### src/rtl/fifo_pkg.sv
// fifo_pkg
// Shared constants for the FIFO controller slice: default memory geometry,
// the derived depth, and the index of each pointer in the pointer bank.
package fifo_pkg;

    localparam int FIFO_ADDR_WIDTH = 4;
    localparam int FIFO_DATA_WIDTH = 8;
    localparam int FIFO_DEPTH      = 1 << FIFO_ADDR_WIDTH;

    // Pointer bank layout: the controller keeps its two pointers side by side.
    localparam int PTR_WR   = 0;
    localparam int PTR_RD   = 1;
    localparam int NUM_PTRS = 2;

endpackage

### src/rtl/wrap_ptr.sv
// wrap_ptr
// WIDTH-bit wrapping pointer. The MSB acts as the wrap bit when the low
// WIDTH-1 bits address the memory, so it toggles every full lap.
// Ports:
//   clk    clock, state updates on rising edge
//   rst    asynchronous active-high reset, pointer -> 0
//   clear  synchronous flush, pointer -> 0 (beats inc)
//   inc    advance pointer by one
//   ptr    current pointer value
module wrap_ptr #(
    parameter int WIDTH = 5
) (
    input  logic             clk,
    input  logic             rst,
    input  logic             clear,
    input  logic             inc,
    output logic [WIDTH-1:0] ptr
);

    logic [WIDTH-1:0] ptr_reg;

    always_ff @(posedge clk or posedge rst) begin
        if (rst) begin
            ptr_reg <= '0;
        end else if (clear) begin
            ptr_reg <= '0;
        end else if (inc) begin
            ptr_reg <= ptr_reg + WIDTH'(1);
        end
    end

    assign ptr = ptr_reg;

endmodule

### src/rtl/fifo_ctrl.sv
// fifo_ctrl
// Pointer/flag controller that turns a simple dual-port RAM with registered
// read into a synchronous FIFO.
// Ports:
//   clk, rst            clock; asynchronous active-high reset
//   clear               synchronous flush (pointers, rd_valid, error flags)
//   push, push_data     enqueue request and its data
//   pop                 dequeue request
//   mem_w_en/addr/data  memory write port (combinational from push)
//   mem_r_en/addr       memory read port (combinational from pop)
//   rd_valid            memory r_data carries a popped word this cycle
//   full, empty, almost_full, count   status from registered pointers
//   overflow, underflow sticky error flags, cleared by rst or clear
module fifo_ctrl
    import fifo_pkg::*;
#(
    parameter int ADDR_WIDTH  = FIFO_ADDR_WIDTH,
    parameter int DATA_WIDTH  = FIFO_DATA_WIDTH,
    parameter int AFULL_LEVEL = (FIFO_DEPTH * 3) / 4
) (
    input  logic                  clk,
    input  logic                  rst,
    input  logic                  clear,
    input  logic                  push,
    input  logic [DATA_WIDTH-1:0] push_data,
    input  logic                  pop,
    output logic                  mem_w_en,
    output logic [ADDR_WIDTH-1:0] mem_w_addr,
    output logic [DATA_WIDTH-1:0] mem_w_data,
    output logic                  mem_r_en,
    output logic [ADDR_WIDTH-1:0] mem_r_addr,
    output logic                  rd_valid,
    output logic                  full,
    output logic                  empty,
    output logic                  almost_full,
    output logic [ADDR_WIDTH:0]   count,
    output logic                  overflow,
    output logic                  underflow
);

    localparam logic [ADDR_WIDTH:0] AFULL_THRESH = (ADDR_WIDTH + 1)'(AFULL_LEVEL);

    logic [ADDR_WIDTH:0] ptr_q [NUM_PTRS];
    logic [NUM_PTRS-1:0] ptr_inc;
    logic [ADDR_WIDTH:0] wr_ptr;
    logic [ADDR_WIDTH:0] rd_ptr;

    logic push_ok;
    logic pop_ok;

    logic rd_valid_reg;
    logic overflow_reg;
    logic underflow_reg;

    genvar gi;
    generate
        for (gi = 0; gi < NUM_PTRS; gi++) begin : g_ptr
            wrap_ptr #(
                .WIDTH (ADDR_WIDTH + 1)
            ) u_ptr (
                .clk   (clk),
                .rst   (rst),
                .clear (clear),
                .inc   (ptr_inc[gi]),
                .ptr   (ptr_q[gi])
            );
        end
    endgenerate

    assign wr_ptr = ptr_q[PTR_WR];
    assign rd_ptr = ptr_q[PTR_RD];

    // Status flags come straight from the registered pointers, so they lag
    // an accepted operation by one cycle.
    assign empty       = (wr_ptr == rd_ptr);
    assign full        = (wr_ptr[ADDR_WIDTH-1:0] == rd_ptr[ADDR_WIDTH-1:0]) &&
                         (wr_ptr[ADDR_WIDTH] != rd_ptr[ADDR_WIDTH]);
    assign count       = wr_ptr - rd_ptr;
    assign almost_full = (count >= AFULL_THRESH);

    // Acceptance looks only at the registered flags: no pass-through when
    // full and no fall-through when empty. A flush suppresses both ports so
    // the memory is not touched in a clear cycle.
    assign push_ok = push && !full && !clear;
    assign pop_ok  = pop && !empty && !clear;

    assign ptr_inc[PTR_WR] = push_ok;
    assign ptr_inc[PTR_RD] = pop_ok;

    // Memory port muxing; forced idle while reset is held.
    assign mem_w_en   = push_ok && !rst;
    assign mem_w_addr = wr_ptr[ADDR_WIDTH-1:0];
    assign mem_w_data = push_data;
    assign mem_r_en   = pop_ok && !rst;
    assign mem_r_addr = rd_ptr[ADDR_WIDTH-1:0];

    always_ff @(posedge clk or posedge rst) begin
        if (rst) begin
            rd_valid_reg  <= 1'b0;
            overflow_reg  <= 1'b0;
            underflow_reg <= 1'b0;
        end else if (clear) begin
            rd_valid_reg  <= 1'b0;
            overflow_reg  <= 1'b0;
            underflow_reg <= 1'b0;
        end else begin
            // Memory r_data registers on the same edge, so they line up.
            rd_valid_reg <= pop_ok;
            if (push && full) begin
                overflow_reg <= 1'b1;
            end
            if (pop && empty) begin
                underflow_reg <= 1'b1;
            end
        end
    end

    assign rd_valid  = rd_valid_reg;
    assign overflow  = overflow_reg;
    assign underflow = underflow_reg;

endmodule
### config.mk
export PLATFORM = sky130hd
export DESIGN_NAME = fifo_ctrl
export DESIGN_NICKNAME = d
export VERILOG_FILES = /design/src/rtl/fifo_pkg.sv /design/src/rtl/wrap_ptr.sv /design/src/rtl/fifo_ctrl.sv
export SDC_FILE = /design/constraint.sdc
export NUM_CORES = 1
export LEC_CHECK = 0
export CAP_MARGIN = 5
export CORE_UTILIZATION = 43
export DETAILED_ROUTE_END_ITERATION = 10
export GPL_TIMING_DRIVEN = 0
export PLACE_DENSITY = 0.79
export SETUP_SLACK_MARGIN = 0.02
export SLEW_MARGIN = 20
export SYNTH_ARGS = -nofsm -noshare
export SYNTH_HDL_FRONTEND = slang
export SYNTH_SLANG_ARGS = --single-unit
### constraint.sdc
create_clock -name clk -period 2.6 [get_ports clk]
set_input_delay 0.26 -clock clk [delete_from_list [all_inputs] [get_ports clk]]
set_output_delay 0.26 -clock clk [all_outputs]
set_load 0.01 [all_outputs]
==> summary.txt, run 1 <==
nets - 176
outcome - complete, no violations
clock skew - 0.00308 ns
RSZ-0062 raised after global routing - yes
CP cell instances - inv_2 -> ha_2 -> nand4_1 -> o21ai_1 -> nor3_1 -> clkdlybuf4s50_1
RePlAce Congestion - 0.775
reg2reg path depth - 6
hold buffers post-CTS - 0
first-pass GRT wire length - 4.29 mm
worst path arrival time - 2.23 ns
top cells by count, synth - 16 x buf_4, 16 x nor2_1, 13 x dfrtp_1
P_leak - 0.711 nW
slack of the worst reg-to-reg path - 0.58 ns
1st-pass router iterations - 4
vias in the first global route - 944
Worst Tran Pin Value - 0.545 ns
mean post-synth cell area - 9.15 sq um
die area - 2670 sq um
Crit Reg-Reg Startpoint - g_ptr[1].u_ptr.ptr[1]$_DFFE_PP0P_
synthesis-to-layout area growth - 42.2%
CTS H-tree depth - 1
fin crit period - 2.49 ns
Antenna diodes - 0
post-synth cell types - 35
Final Power - 0.000709 W
HP Class - input pin to async pin
Clock Latency Late Sink - 0.28 ns
FF+latch count, synth - 13
Async SR Flop Fraction - 100%
Reg clk slew, reported paths - 0.08 ns
Vias per Instance - 5.42
largest net degree at the start of global routing - 15
kind of critical path - register to primary output
crit start category - register
DRT iter0 DRCs - 26
vias - 992
Yosys Warn Count - 0
DRC - 0
cts bufs inserted - 3
gr usage total - 21.9%
max_slew headroom - 63.7%
final period utilization - 95.9%
final core occ - 66.3%
Peak VDD IR - 0.328 mV
Fin. Hold Viols - 0
Place WS - 0.135 ns
sequential-to-total area share from yosys stat - 30.7%
ANT nets after route - 0
TritonCTS clock tree - yes
row count - 17
Post-Syn Nets - 136
post-synth top area cell - dfrtp_1
Cells after Synth - 116
slack of the critical path - 0.106 ns
slowest stage cell, crit path - clkdlybuf4s50_1
grt ovf - 0
CTS root buf - clkbuf_4
Yosys top cell area share - 30.7%
fmax - 0.401 GHz
crit-path max FO - 7
initial antenna violation count - 0
largest buffer count on any clock path - 2
hold_ws - 0.361 ns
Port Buffer Count - 33
DRT Wirelength - 2.62 mm
die width - 51.7 um
max-slew violations - 0
final setup fails - 0
PD cells - 470 nW/um^2
io pins - 42
fill cell count - 185
# clock sinks - 13
max cap viols - 0
Synth Cell Area - 1060 sq um
layout cells sized above 1 - 26.5%
max FFs per register - 10
Worst EP required - 2.34 ns
Die Height - 51.7 um
ranking of synthesized cells by area - dfrtp_1 31%, buf_4 11%, ha_1 7.1%
initial core utilization - 46.6%
FF-to-FF End - g_ptr[1].u_ptr.ptr[4]$_DFFE_PP0P_
number of flops mapped to enable cells by yosys - 0
Core Area - 2280 sq um
DP Wirelength - 1.93 mm
CP max stage delay - 0.49 ns
routed len/inst - 14.3 um
ys flop type - dfrtp_1
CP Capture Type - primary output
==> logic make-up (layout without fill, tap and decap cells) <==
| kind of cell | Yosys count | count (layout) | synth area share, % |
|---|---|---|---|
| XOR/XNOR | 4 | 4 | 4.01 |
| AO/OA/AOI/OAI | 17 | 17 | 12.4 |
| AND/OR/NAND/NOR | 38 | 38 | 17.9 |
| buffers and inverters | 28 | 67 | 16.3 |
| adder cells (fa/ha/maj) | 7 | 7 | 8.96 |
| flip-flops | 13 | 13 | 30.7 |
| multiplexers | 9 | 9 | 9.79 |
==> metrics by stage <==
step / setup TNS [ns] / std cells / area, sq um
after floorplan: 0 / 116 / 1060
after global placement: 0 / 177 / 1430
after detailed placement: 0 / 177 / 1430
after CTS: 0 / 183 / 1490
after global routing: -0.0103 / 183 / 1510
final: 0 / 183 / 1510
==> critical path, delay by kind of cell, from the launching register on <==
kind	cells	cell delay (ns)
buffers and inverters	2	0.57
AOI/OAI and AO/OA	1	0.26
adders and majority gates	1	0.40
DFF	1	0.39
and+or+nand+nor	2	0.33
==> metal layers <==
metal	GRT usage [%]	wire length, um	vias up
met4	9.91	39	0
li1	-	-	465
met5	0	0	-
met2	37.2	1300	53
met1	27.1	1130	467
met3	3.51	157	7
==> area by class of cell <==
cell class	instances	area, sq um	share of cell area (%)
clock buffer	4	26.3	1.74
buffer	19	139	9.20
tap	28	35.0	2.32
multi-input combinational	75	603	40.0
sequential	13	327	21.6
timing repair buffer	35	345	22.9
inverter	9	33.8	2.24
==> worst max path at each step <==
stage                                                 start  slack [ns]                                end
after floorplan           g_ptr[1].u_ptr.ptr[2]$_DFFE_PP0P_        0.66  g_ptr[1].u_ptr.ptr[4]$_DFFE_PP0P_
after detailed placement  g_ptr[0].u_ptr.ptr[0]$_DFFE_PP0P_        0.13                        almost_full
after CTS                 g_ptr[0].u_ptr.ptr[4]$_DFFE_PP0P_        0.08                           mem_r_en
after global routing      g_ptr[0].u_ptr.ptr[3]$_DFFE_PP0P_       -0.01                           mem_r_en
after global placement    g_ptr[0].u_ptr.ptr[0]$_DFFE_PP0P_        0.20                        almost_full
final                     g_ptr[1].u_ptr.ptr[3]$_DFFE_PP0P_        0.11                           mem_r_en
==> power by group <==
part	switching, W	leakage, nW	internal (W)
clock network	0.0000693	0.0150	0.0000595
registers	0.0000124	0.176	0.000215
logic	0.000170	0.519	0.000183
total	0.000252	0.711	0.000458
==> placed cells by master, fill, tap and decap left out, types with 3 or more instances in the layout <==
master	synthesis	routed
nor2_1	16	16
inv_1	9	6
clkbuf_4	0	3
inv_2	0	3
nor2b_1	5	5
ha_1	6	4
dfrtp_1	13	12
nand2_1	4	4
a21oi_1	7	7
nand4_1	5	5
mux2_2	6	6
clkbuf_1	2	3
buf_4	16	18
clkdlybuf4s50_1	0	30
==> what timing repair did <==
| action | CTS | global route |
|---|---|---|
| setup endpoints to repair | 2 | 4 |
| gates resized for setup | 9 | 5 |
| buffers inserted | 2 | 0 |
(Power assumes the default switching activity.)
==> inputs of run 2 (changes only) <==
CORE_ASPECT_RATIO = 1.75   (was unset)
CTS_CLUSTER_SIZE = 30   (was unset)
==> summary.txt, run 2 (synthesis results as in run 1) <==
CP Launch Point - g_ptr[0].u_ptr.ptr[3]$_DFFE_PP0P_
TritonCTS clock tree - yes
ANT nets after route - 0
commonest non-fill, non-tap cell in the layout - clkdlybuf4s50_1
hold buffers post-CTS - 0
crit-path leading delay family - buffers and inverters
cts bufs inserted - 3
RSZ-0062 raised after global routing - no
most frequent cells in the layout - 30 x clkdlybuf4s50_1, 20 x buf_4, 16 x nor2_1
HP Class - input pin to async pin
clock skew - 0.00276 ns
vias - 972
CP cell instances - ha_2 -> nand4_1 -> o21ai_1 -> nor3_1 -> clkdlybuf4s50_1
synthesis-to-layout area growth - 44.6%
Peak VDD IR - 0.412 mV
Crit Reg-Reg Startpoint - g_ptr[1].u_ptr.ptr[1]$_DFFE_PP0P_
max_slew headroom - 64.6%
crit start category - register
CTS H-tree depth - 1
Place WS - 0.155 ns
nets - 178
grt ovf - 0
outcome - complete, no violations
largest net degree at the start of global routing - 15
gr usage total - 22.4%
layout cells sized above 1 - 26.8%
Final Power - 0.000759 W
initial antenna violation count - 0
CP max stage delay - 0.50 ns
slowest stage cell, crit path - clkdlybuf4s50_1
WP buf/inv - 1
P_leak - 0.736 nW
Antenna diodes - 0
max FFs per register - 10
DRC - 0
Fin. Hold Viols - 0
crit-path max FO - 7
DRT iter0 DRCs - 27
max-slew violations - 0
kind of critical path - register to primary output
DRT Wirelength - 2.54 mm
slack of the critical path - 0.202 ns
final core occ - 66.6%
total negative slack - 0 ns
first-pass GRT wire length - 4.10 mm
final setup fails - 0
Reg clk slew, reported paths - 0.06 ns
DP Wirelength - 1.92 mm
Worst Tran Pin Value - 0.530 ns
largest buffer count on any clock path - 2
CP Capture Type - primary output
CTS root buf - clkbuf_8
PD cells - 495 nW/um^2
final period utilization - 92.2%
max cap viols - 0
die area - 2680 sq um
Port Buffer Count - 33
die width - 39.6 um
fmax - 0.417 GHz
routed len/inst - 13.9 um
RePlAce Congestion - 0.845
Core Area - 2300 sq um
1st-pass router iterations - 4
Clock Latency Late Sink - 0.25 ns
hold_ws - 0.390 ns
fin crit period - 2.40 ns
worst path arrival time - 2.14 ns
io pins - 42
vias in the first global route - 943
Vias per Instance - 5.34
row count - 23
Worst EP required - 2.34 ns
# clock sinks - 13
initial core utilization - 46.1%
Die Height - 67.7 um
## run 2: where the power goes
part | internal [W] | switching, W | total [W]
Sequential | 0.000216 | 0.0000119 | 0.000228
Clock | 0.000109 | 0.0000760 | 0.000185
Combinational | 0.000182 | 0.000164 | 0.000346
## run 2: worst paths after layout
path | slack, ns | endpoint | depth (start not counted)
hold / removal | 0.39 | g_ptr[1].u_ptr.ptr[2]$_DFFE_PP0P_ | 2
min in group clk | 0.50 | overflow$_DFFE_PP0P_ | 2
max in group asynchronous | 1.83 | g_ptr[0].u_ptr.ptr[1]$_DFFE_PP0P_ | 2
setup reg to reg | 0.63 | g_ptr[1].u_ptr.ptr[4]$_DFFE_PP0P_ | 6
setup / recovery | 0.20 | mem_r_en | 5
hold reg to reg | 0.50 | overflow$_DFFE_PP0P_ | 2
## run 2: layer usage
layer / vias to the layer above / global-route usage [%] / wire length (um)
met4: 0 / 15.1 / 102
li1: 467 / - / -
met2: 37 / 38.7 / 1410
met5: - / 0 / 0
met3: 9 / 3.29 / 105
met1: 459 / 23.3 / 917
## run 2: final cells by class
type | count | area, sq um
buffer | 19 | 139
timing repair buffer | 37 | 364
sequential | 13 | 328
fill | 193 | 768
multi-input combinational | 75 | 593
inverter | 9 | 33.8
clock buffer | 4 | 45.0
tap | 25 | 31.3
## run 2: stage by stage
| stage | cell area, sq um | cells |
|---|---|---|
| after floorplan | 1060 | 116 |
| after global placement | 1420 | 174 |
| after CTS | 1500 | 179 |
| final | 1530 | 182 |
| after global routing | 1530 | 182 |
| after detailed placement | 1420 | 174 |
## run 2: timing repair
item                       in CTS  in global routing
setup endpoints to repair       2                  3
hold endpoints to repair        0                  0
setup buffers                   1                  3
gates resized for setup         8                  5
==> inputs of run 3 (changes only) <==
CAP_MARGIN = 40   (was 5)
==> results of run 3 <==
Final layout, timing and power as in run 2 (identical DEF).
